$ cat config.mk
export PLATFORM = sky130hd
export DESIGN_NAME = wb_arbiter
export DESIGN_NICKNAME = d
export VERILOG_FILES = /design/src/rtl/wb_arbiter.sv
export SDC_FILE = /design/constraint.sdc
export NUM_CORES = 1
export LEC_CHECK = 0
export ABC_AREA = 1
export BUFFER_PORTS_ARGS = -buffer_cell sky130_fd_sc_hd__buf_2
export CORE_ASPECT_RATIO = 0.7
export CORE_MARGIN = 2
export CORE_UTILIZATION = 54
export CTS_CLUSTER_SIZE = 20
export DETAILED_ROUTE_END_ITERATION = 6
export HOLD_SLACK_MARGIN = 0.12
export PLACE_DENSITY_LB_ADDON = 0.25
export SYNTH_ARGS = -nofsm -noshare
export SYNTH_HDL_FRONTEND = slang
export SYNTH_SLANG_ARGS = --single-unit
$ cat constraint.sdc
create_clock -name clk -period 3.7 [get_ports clk]
set_clock_uncertainty 0.1 [all_clocks]
set_input_delay 0.74 -clock clk [delete_from_list [all_inputs] [get_ports clk]]
set_output_delay 0.74 -clock clk [all_outputs]
set_load 0.01 [all_outputs]
$ cat src/rtl/wb_arbiter.sv
// Writeback arbiter: three result FIFOs (ALU/LSU/BR) merged round-robin into one registered CDB port.
// Optional macro WB_ARB_BR_PRIO_EN lets a mispredicted branch at the BR FIFO head bypass round-robin.
package wb_arbiter_pkg;
  typedef struct packed {
    logic [4:0]  rd_addr;
    logic [31:0] rd_val;
    logic        completed;
    logic [5:0]  ROB_tag;
  } alu_out_t;

  typedef struct packed {
    logic [4:0]  rd_addr;
    logic [31:0] rd_val;
    logic        completed;
    logic [5:0]  ROB_tag;
  } lsu_out_t;

  typedef struct packed {
    logic [4:0]  rd_addr;
    logic [31:0] rd_val;
    logic        completed;
    logic [5:0]  ROB_tag;
    logic        mispredict;
    logic        branch_taken;
    logic [31:0] dest_addr;
  } branch_out_t;

  typedef struct packed {
    logic [4:0]  rd_addr;
    logic [31:0] rd_val;
    logic        completed;
    logic [5:0]  ROB_tag;
    logic        mispredict;
    logic        branch_taken;
    logic [31:0] dest_addr;
    logic [1:0]  src_fu;
  } wb_packet_t;
endpackage

module wb_arbiter
  import wb_arbiter_pkg::*;
#(
  parameter int DEPTH = 2
) (
  input  logic        clk,
  input  logic        reset,
  input  logic        flush,
  input  logic        alu_valid,
  output logic        alu_ready,
  input  alu_out_t    alu_data,
  input  logic        lsu_valid,
  output logic        lsu_ready,
  input  lsu_out_t    lsu_data,
  input  logic        br_valid,
  output logic        br_ready,
  input  branch_out_t br_data,
  output logic        wb_valid,
  input  logic        wb_ready,
  output wb_packet_t  wb_pkt
);
  localparam int PW = $clog2(DEPTH);
  localparam int CW = PW + 1;

  function automatic wb_packet_t map_alu(input alu_out_t a);
    wb_packet_t p;
    p           = '0;
    p.rd_addr   = a.rd_addr;
    p.rd_val    = a.rd_val;
    p.completed = a.completed;
    p.ROB_tag   = a.ROB_tag;
    p.src_fu    = 2'd0;
    return p;
  endfunction

  function automatic wb_packet_t map_lsu(input lsu_out_t a);
    wb_packet_t p;
    p           = '0;
    p.rd_addr   = a.rd_addr;
    p.rd_val    = a.rd_val;
    p.completed = a.completed;
    p.ROB_tag   = a.ROB_tag;
    p.src_fu    = 2'd1;
    return p;
  endfunction

  function automatic wb_packet_t map_br(input branch_out_t a);
    wb_packet_t p;
    p              = '0;
    p.rd_addr      = a.rd_addr;
    p.rd_val       = a.rd_val;
    p.completed    = a.completed;
    p.ROB_tag      = a.ROB_tag;
    p.mispredict   = a.mispredict;
    p.branch_taken = a.branch_taken;
    p.dest_addr    = a.dest_addr;
    p.src_fu       = 2'd2;
    return p;
  endfunction

  function automatic logic [1:0] next_src(input logic [1:0] s);
    return (s == 2'd2) ? 2'd0 : s + 2'd1;
  endfunction

  wb_packet_t       in_pkt [3];
  logic [2:0]       in_valid;
  wb_packet_t       mem_q  [3][DEPTH];
  logic [CW-1:0]    cnt_q  [3];
  logic [CW-1:0]    cnt_d  [3];
  logic [PW-1:0]    wr_q   [3];
  logic [PW-1:0]    wr_d   [3];
  logic [PW-1:0]    rd_q   [3];
  logic [PW-1:0]    rd_d   [3];
  logic [1:0]       rr_q, rr_d;
  logic             wb_valid_q, wb_valid_d;
  wb_packet_t       wb_pkt_q, wb_pkt_d;
  logic [2:0]       ready, nonempty, push, pop;
  logic             load, found, prio;
  logic [1:0]       grant, cand;

  assign in_valid  = {br_valid, lsu_valid, alu_valid};
  assign alu_ready = ready[0];
  assign lsu_ready = ready[1];
  assign br_ready  = ready[2];
  assign wb_valid  = wb_valid_q;
  assign wb_pkt    = wb_pkt_q;

  always_comb begin
    in_pkt[0] = map_alu(alu_data);
    in_pkt[1] = map_lsu(lsu_data);
    in_pkt[2] = map_br(br_data);
    for (int s = 0; s < 3; s++) begin
      ready[s]    = cnt_q[s] < CW'(DEPTH);
      nonempty[s] = cnt_q[s] != '0;
    end
  end

  // Grant: first non-empty FIFO from rr_q, optionally overridden by a mispredicted branch head
  always_comb begin
    found = 1'b0;
    grant = 2'd0;
    prio  = 1'b0;
    cand  = rr_q;
    for (int k = 0; k < 3; k++) begin
      if (!found && nonempty[cand]) begin
        found = 1'b1;
        grant = cand;
      end
      cand = next_src(cand);
    end
`ifdef WB_ARB_BR_PRIO_EN
    if (nonempty[2] && mem_q[2][rd_q[2]].mispredict) begin
      found = 1'b1;
      grant = 2'd2;
      prio  = 1'b1;
    end
`else
    prio = 1'b0;
`endif
  end

  always_comb begin
    load       = !wb_valid_q || wb_ready;
    pop        = '0;
    push       = in_valid & ready;
    wb_valid_d = wb_valid_q;
    wb_pkt_d   = wb_pkt_q;
    rr_d       = rr_q;
    if (load) begin
      wb_valid_d = found;
      if (found) begin
        wb_pkt_d   = mem_q[grant][rd_q[grant]];
        pop[grant] = 1'b1;
        rr_d       = prio ? 2'd0 : next_src(grant);
      end
    end
    if (flush) begin
      push       = '0;
      pop        = '0;
      wb_valid_d = 1'b0;
      rr_d       = rr_q;
    end
    for (int s = 0; s < 3; s++) begin
      cnt_d[s] = cnt_q[s] + CW'(push[s]) - CW'(pop[s]);
      wr_d[s]  = wr_q[s] + PW'(push[s]);
      rd_d[s]  = rd_q[s] + PW'(pop[s]);
      if (flush) begin
        cnt_d[s] = '0;
        wr_d[s]  = '0;
        rd_d[s]  = '0;
      end
    end
  end

  always_ff @(posedge clk) begin
    if (reset) begin
      for (int s = 0; s < 3; s++) begin
        cnt_q[s] <= '0;
        wr_q[s]  <= '0;
        rd_q[s]  <= '0;
      end
      rr_q       <= 2'd0;
      wb_valid_q <= 1'b0;
      wb_pkt_q   <= '0;
    end else begin
      for (int s = 0; s < 3; s++) begin
        cnt_q[s] <= cnt_d[s];
        wr_q[s]  <= wr_d[s];
        rd_q[s]  <= rd_d[s];
      end
      rr_q       <= rr_d;
      wb_valid_q <= wb_valid_d;
      wb_pkt_q   <= wb_pkt_d;
    end
  end

  // Storage is not reset; stale entries are unreachable once the counters clear
  always_ff @(posedge clk) begin
    for (int s = 0; s < 3; s++) begin
      if (push[s]) mem_q[s][wr_q[s]] <= in_pkt[s];
    end
  end
endmodule
After elaboration in Yosys (flattened, before gate mapping)
Memories as Yosys holds them, arrays and structs flattened.
Cells that the tools add are included.
{"block": "totals", "reg_bits": 83, "ram_bits": 492, "wordCells": 135, "output_inout_bits": 84, "inputBits": 173, "memories": 4}
{"memory": "mem_q", "words": 3, "width": 160, "read_ports": 1, "rd_ports_with_merged_regs": 0, "wr": 3, "line_no": "106", "rtl": "wb_packet_t mem_q [3][DEPTH];"}
{"memory": "cnt_q", "words": 3, "width": 2, "read_ports": 3, "rd_ports_with_merged_regs": 0, "wr": 3, "line_no": "107", "rtl": "logic [CW-1:0] cnt_q [3];"}
{"memory": "rd_q", "words": 3, "width": 1, "read_ports": 4, "rd_ports_with_merged_regs": 0, "wr": 3, "line_no": "111", "rtl": "logic [PW-1:0] rd_q [3];"}
{"memory": "wr_q", "words": 3, "width": 1, "read_ports": 3, "rd_ports_with_merged_regs": 0, "wr": 3, "line_no": "109", "rtl": "logic [PW-1:0] wr_q [3];"}
{"block": "op_classes", "n_eq_ne": 3, "reduce_logical": 16, "bitwise_logic": 15, "mux": 57, "n_addsub": 15, "order_cmp": 15}
{"op": "$mux 160", "n": 3}
{"op": "$mux 80", "n": 6}
{"op": "$demux 80 s1", "n": 3}
{"op": "$mux 1", "n": 25}
{"op": "$mux 2", "n": 12}
{"op": "$lt 2x3->1 const B", "n": 4}
{"op": "$mux 3", "n": 4}
{"op": "$or 1x1->1", "n": 9}
{"op": "$ge 2x2->1 const B", "n": 4}
{"op": "$not 1->2", "n": 4}
{"op": "$add 1x1->1", "n": 6}
{"op": "$add 2x1->2", "n": 3}
{"op": "$add 2x1->2 const B", "n": 3}
{"op": "$bmux 1 s2", "n": 3}
{"op": "$eq 2x2->1 const B", "n": 3}
{"op": "$logic_and 1x1->1", "n": 6}
{"op": "$lt 2x1->1 const B", "n": 3}
{"op": "$lt 2x2->1 const B", "n": 3}
{"op": "$reduce_bool 2->1", "n": 3}
{"op": "$sub 2x1->2", "n": 3}
{"op": "$and 3x3->3", "n": 1}
{"op": "$logic_not 1->1", "n": 3}
{"op": "$reduce_and 3->1", "n": 1}
{"op": "$demux 1 s2", "n": 1}
{"op": "5 further kinds", "n": 5}

Longest topological paths before layout
An unclocked memory read counts as a cell.
{"block": "logic_depth", "depth_word": 21, "depth_mapped": 19, "depth_no_buf": 17}

Worst setup path after synthesis
No wires, ideal clock.
{"block": "synth_timing", "path_kind": "input -> register", "startpoint": "input port flush", "endpoint": "memory mem_q[2][100] in the netlist's numbering (enable)", "arrival_ns": 2.954, "required_time_ns": 3.154, "setup_slack_ns": 0.201, "stages": 4, "n_path_buf": 0, "setup_time_ns": 0.446, "cell_sequence": "inv_1 nand2_1 nor2_1 ha_1"}
{"item": "start: declaration", "line_no": "47", "rtl": "input logic flush,"}
{"item": "end: declaration", "line_no": "106"}

Worst setup path after layout
{"block": "layout_timing", "startpoint": "register rr_q[0]", "endpoint": "register wb_pkt_q, in the netlist wb_pkt[41]"}
{"block": "layout_between", "elab_chain_cells": 14, "elab_cells_between_ends": 29, "cone_classes": "2 x add/sub; 2 x eq/ne; 17 x mux; 1 x bitwise; 5 x reduce/logical; 2 x memory"}
{"item": "start: declaration", "line_no": "113", "rtl": "logic [1:0] rr_q, rr_d;"}
{"item": "start signal: assignment", "line_no": "210", "rtl": "rr_q <= rr_d;"}
{"item": "branches (longest 14 deep; another with $add 2x1->2)"}
{"item": "end signal: assignment", "line_no": "212", "rtl": "wb_pkt_q <= wb_pkt_d;"}
{"item": "end: declaration", "line_no": "115", "rtl": "wb_packet_t wb_pkt_q, wb_pkt_d;"}
Several ways; the timed one is not identified. The select of a mux whose other input is x is not followed.
A chain may end at the register's enable or synchronous reset.

==> impl_metrics.csv <==
group,metric,value,unit
run_status,status,"finished clean",
timing,final.min_clock_period,2.77,ns
setup_path,critPathCaptureType,"flip-flop",
detailed_routing,wl_per_cell,19.0,um
global_route,grt_max_degree,84,
synthesis,yosys.area.top_type,"edfxtp_1",
power_and_ir_drop,p_seq_share,40.1,%
power_and_ir_drop,p_clk_share,30.1,%
floorplan,die_h,152,um
global_route,grt_pass1_vias,11800,
timing,period_share,74.9,%
cts,htreeDepth,2,
setup_path,cp-endpoint,"wb_pkt[41]",
cts,clkLatencyLatePin,0.55,ns
global_route,antenna_found_initial,7,
timing,hold_viol,0,
power_and_ir_drop,power.switching,4900,uW
setup_path,critPathKind,"flip-flop to flip-flop",
timing,finalSetupViolations,0,
cts,cts_root_buf,"clkbuf_16",
synthesis,synth_fp_nets,1723,
global_route,overflow,0,
detailed_routing,dr_total_vias,12000,
synthesis,netlist_area,16900,um^2
detailed_routing,wirelength,42.4,mm
synthesis,synth_area_leaders,"edfxtp_1 59%, dfxtp_1 12%, nand2_1 10%",
timing,final.setup.tns,0,ns
power_and_ir_drop,p_leak,0.00822,uW
floorplan,start_util,54.6,%
synthesis,syn_avg_cell_area,11.0,um^2
setup_path,r2r-start,"rr_q[0]",
floorplan,core_area,30900,um^2
timing,slew_viol_final,0,
placed_design,dpl.hpwl,26.2,mm
setup_path,r2r_cells,15,
detailed_routing,viasPerCell,5.38,
setup_path,cp_slowest_stage_delay,0.49,ns
detailed_routing,drc,0,
setup_path,path_common_cell,"nand2_1",
synthesis,synth_top_area_share,59.0,%
synthesis,yosysUniqueCellTypes,26,
cts,cts_buffer_depth,3,
cts,post_cts_buffers,0,
cts,hold_buffers,0,
floorplan,die_w,215,um
placed_design,port_buffers,256,
detailed_routing,drt-initial-drc-count,1346,
floorplan,die-area,32700,um^2
hold_path,holdCritPathClass,"input pin to flip-flop",
layout,syn_to_final_growth,18.6,%
job,drv_cap,0,
setup_path,cp_slowest_cell,"buf_4",
cts,cts_inserted_buffers,42,
placed_design,routabilityCongestion,0.785,
setup_path,regToRegEndpoint,"wb_pkt[41]",
setup_path,start_kind,"flip-flop",
setup_path,cp_cell_sequence,"inv_2 -> nor2_2 -> nand2_1 -> nand2_1 -> nor2_4 -> nand3_1 -> inv_2 -> nor2_4 -> nand3b_2 -> nand2_4 -> buf_4 -> nand2_1 -> nand3_1 -> nand2_1 -> inv_1",
detailed_routing,first_pass_iters,5,
floorplan,num_rows,54,
setup_path,critPathRequiredTime,4.08,ns
detailed_routing,drtAntennaViolNets,0,
setup_path,cp-startpoint,"rr_q[0]",
synthesis,netlist_instances,1538,
setup_path,crit_fanout,32,
power_and_ir_drop,p_total,14400,uW
floorplan,io_pins,257,
cts,post_cts_resized,0,
timing,tightest_slew,1.05,ns
synthesis,ys_seq_elements,431,
global_route,grt_pass1_wl,65.7,mm
timing,relSlewSlack,29.8,%
power_and_ir_drop,power_density,720,nW/um^2
cts,tritoncts,"yes",
layout,drive_gt1_share,21.0,%
layout,nNetsFinal,1960,
cts,path_clk_slew,0.06,ns
power_and_ir_drop,swShare,34.0,%
power_and_ir_drop,intPower,9510,uW
layout,num-fill-cells,2450,
setup_path,reg2reg_slack,0.93,ns
global_route,track_usage,26.1,%
power_and_ir_drop,ir_drop,426,uV
power_and_ir_drop,power_frac_comb,29.8,%
synthesis,yosys_warnings,0,
timing,rsz0062_at_grt,"false",
synthesis,seq_area_frac_synth,70.8,%
setup_path,crit_arrival,3.16,ns
timing,fmax,361,MHz
cts,cts.sinks,431,
Yosys cell counts (all sizes together):
cell type and n:
nand3 300, edfxtp 332, nand2 450, nor3 1, o21ai 6, xnor2 3
clkinv 1, nand4 3, buf 58, nand3b 1, clkbuf 30, dfxtp 99
a21oi 44, inv 83, or2 7, nor2 108, ha 12
worst min-delay path by stage:
stage                 startpoint            end  slack, ns  cells after the start
CTS                  lsu_data[2]  mem_q[1][118]       0.26                      1
global placement    mem_q[1][80]   mem_q[1][80]       0.33                      1
finish               lsu_data[2]  mem_q[1][118]       0.28                      1
detailed placement   mem_q[2][1]    mem_q[2][1]       0.33                      1
floorplan            mem_q[1][0]    mem_q[1][0]       0.32                      1
global route         br_data[33]  mem_q[2][115]       0.27                      1
state kept, by name (all words and copies together), names as in the netlist:
register	cells
wb_pkt	80
cnt_q	6
rr_q	2
rd_q	3
wr_q	3
mem_q	336
wb_valid	1
layout by cell type, fill, tap and decap left out, types with 7 or more instances in the layout:
| master | synthesis | layout |
|---|---|---|
| nand2_1 | 449 | 448 |
| edfxtp_1 | 332 | 332 |
| nand3_1 | 298 | 298 |
| buf_2 | 34 | 255 |
| nor2_1 | 103 | 103 |
| dfxtp_1 | 99 | 99 |
| inv_1 | 69 | 69 |
| a21oi_1 | 44 | 44 |
| clkbuf_16 | 0 | 43 |
| buf_4 | 12 | 16 |
| inv_2 | 13 | 11 |
| clkbuf_1 | 30 | 11 |
| buf_12 | 0 | 10 |
| clkbuf_8 | 0 | 8 |
| or2_2 | 7 | 7 |
logic make-up (layout without fill, tap and decap cells):
group	Yosys count	in the layout	synth area share [%]
other	0	6	0
buffers and inverters	172	442	4.62
flip-flops	431	431	70.8
adder cells (fa/ha/maj)	12	12	0.889
AND/OR/NAND/NOR	870	870	22.1
AO/OA/AOI/OAI	50	50	1.48
XOR/XNOR	3	3	0.156
power groups by stage:
| stage | clock network [uW] | registers, uW | logic [uW] |
|---|---|---|---|
| finish | 4340 | 5780 | 4290 |
| global route | 4580 | 5820 | 4800 |
| CTS | 4400 | 5780 | 4280 |
| detailed placement | 0 | 5880 | 4260 |
| global placement | 0 | 5870 | 4160 |
| floorplan | 0 | 5950 | 2920 |
metal layers:
metal  vias up  share of wire, %  track usage [%]
li1       5699                 -                -
met3        71               9.9             6.53
met5         -             0.031                0
met2       514                45             39.4
met1      5725                43             37.3
met4         2               2.2             8.47
layout make-up:
cell class	instances	area [um^2]	area share, %
Antenna cell	6	15.0	0.0750
Multi-Input combinational cell	935	4200	21.0
Timing Repair Buffer	281	1600	7.98
Inverter	84	323	1.61
Sequential cell	431	12000	59.7
Tap cell	420	526	2.63
Clock buffer	62	1230	6.13
Clock inverter	15	176	0.881
through the flow:
step / std cells / area [um^2] / worst slack, ns / util (%) / hold slack (ns)
2_1_floorplan: 1538 / 16900 / 0.201 / - / 0.317
3_3_place_gp: 2151 / 18600 / 0.978 / 60.1 / 0.329
3_5_place_dp: 2151 / 18600 / 0.880 / 60.1 / 0.332
4_1_cts: 2228 / 20000 / 0.980 / 64.6 / 0.262
5_1_grt: 2233 / 20000 / 0.706 / 64.7 / 0.269
6_report: 2234 / 20000 / 0.927 / 64.7 / 0.280
critical path, delay by kind of cell (launching register included):
kind,cells,cell delay [ns]
and+or+nand+nor,11,1.44
buffers and inverters,4,0.69
DFF,1,0.45
(Power assumes the default switching activity.)
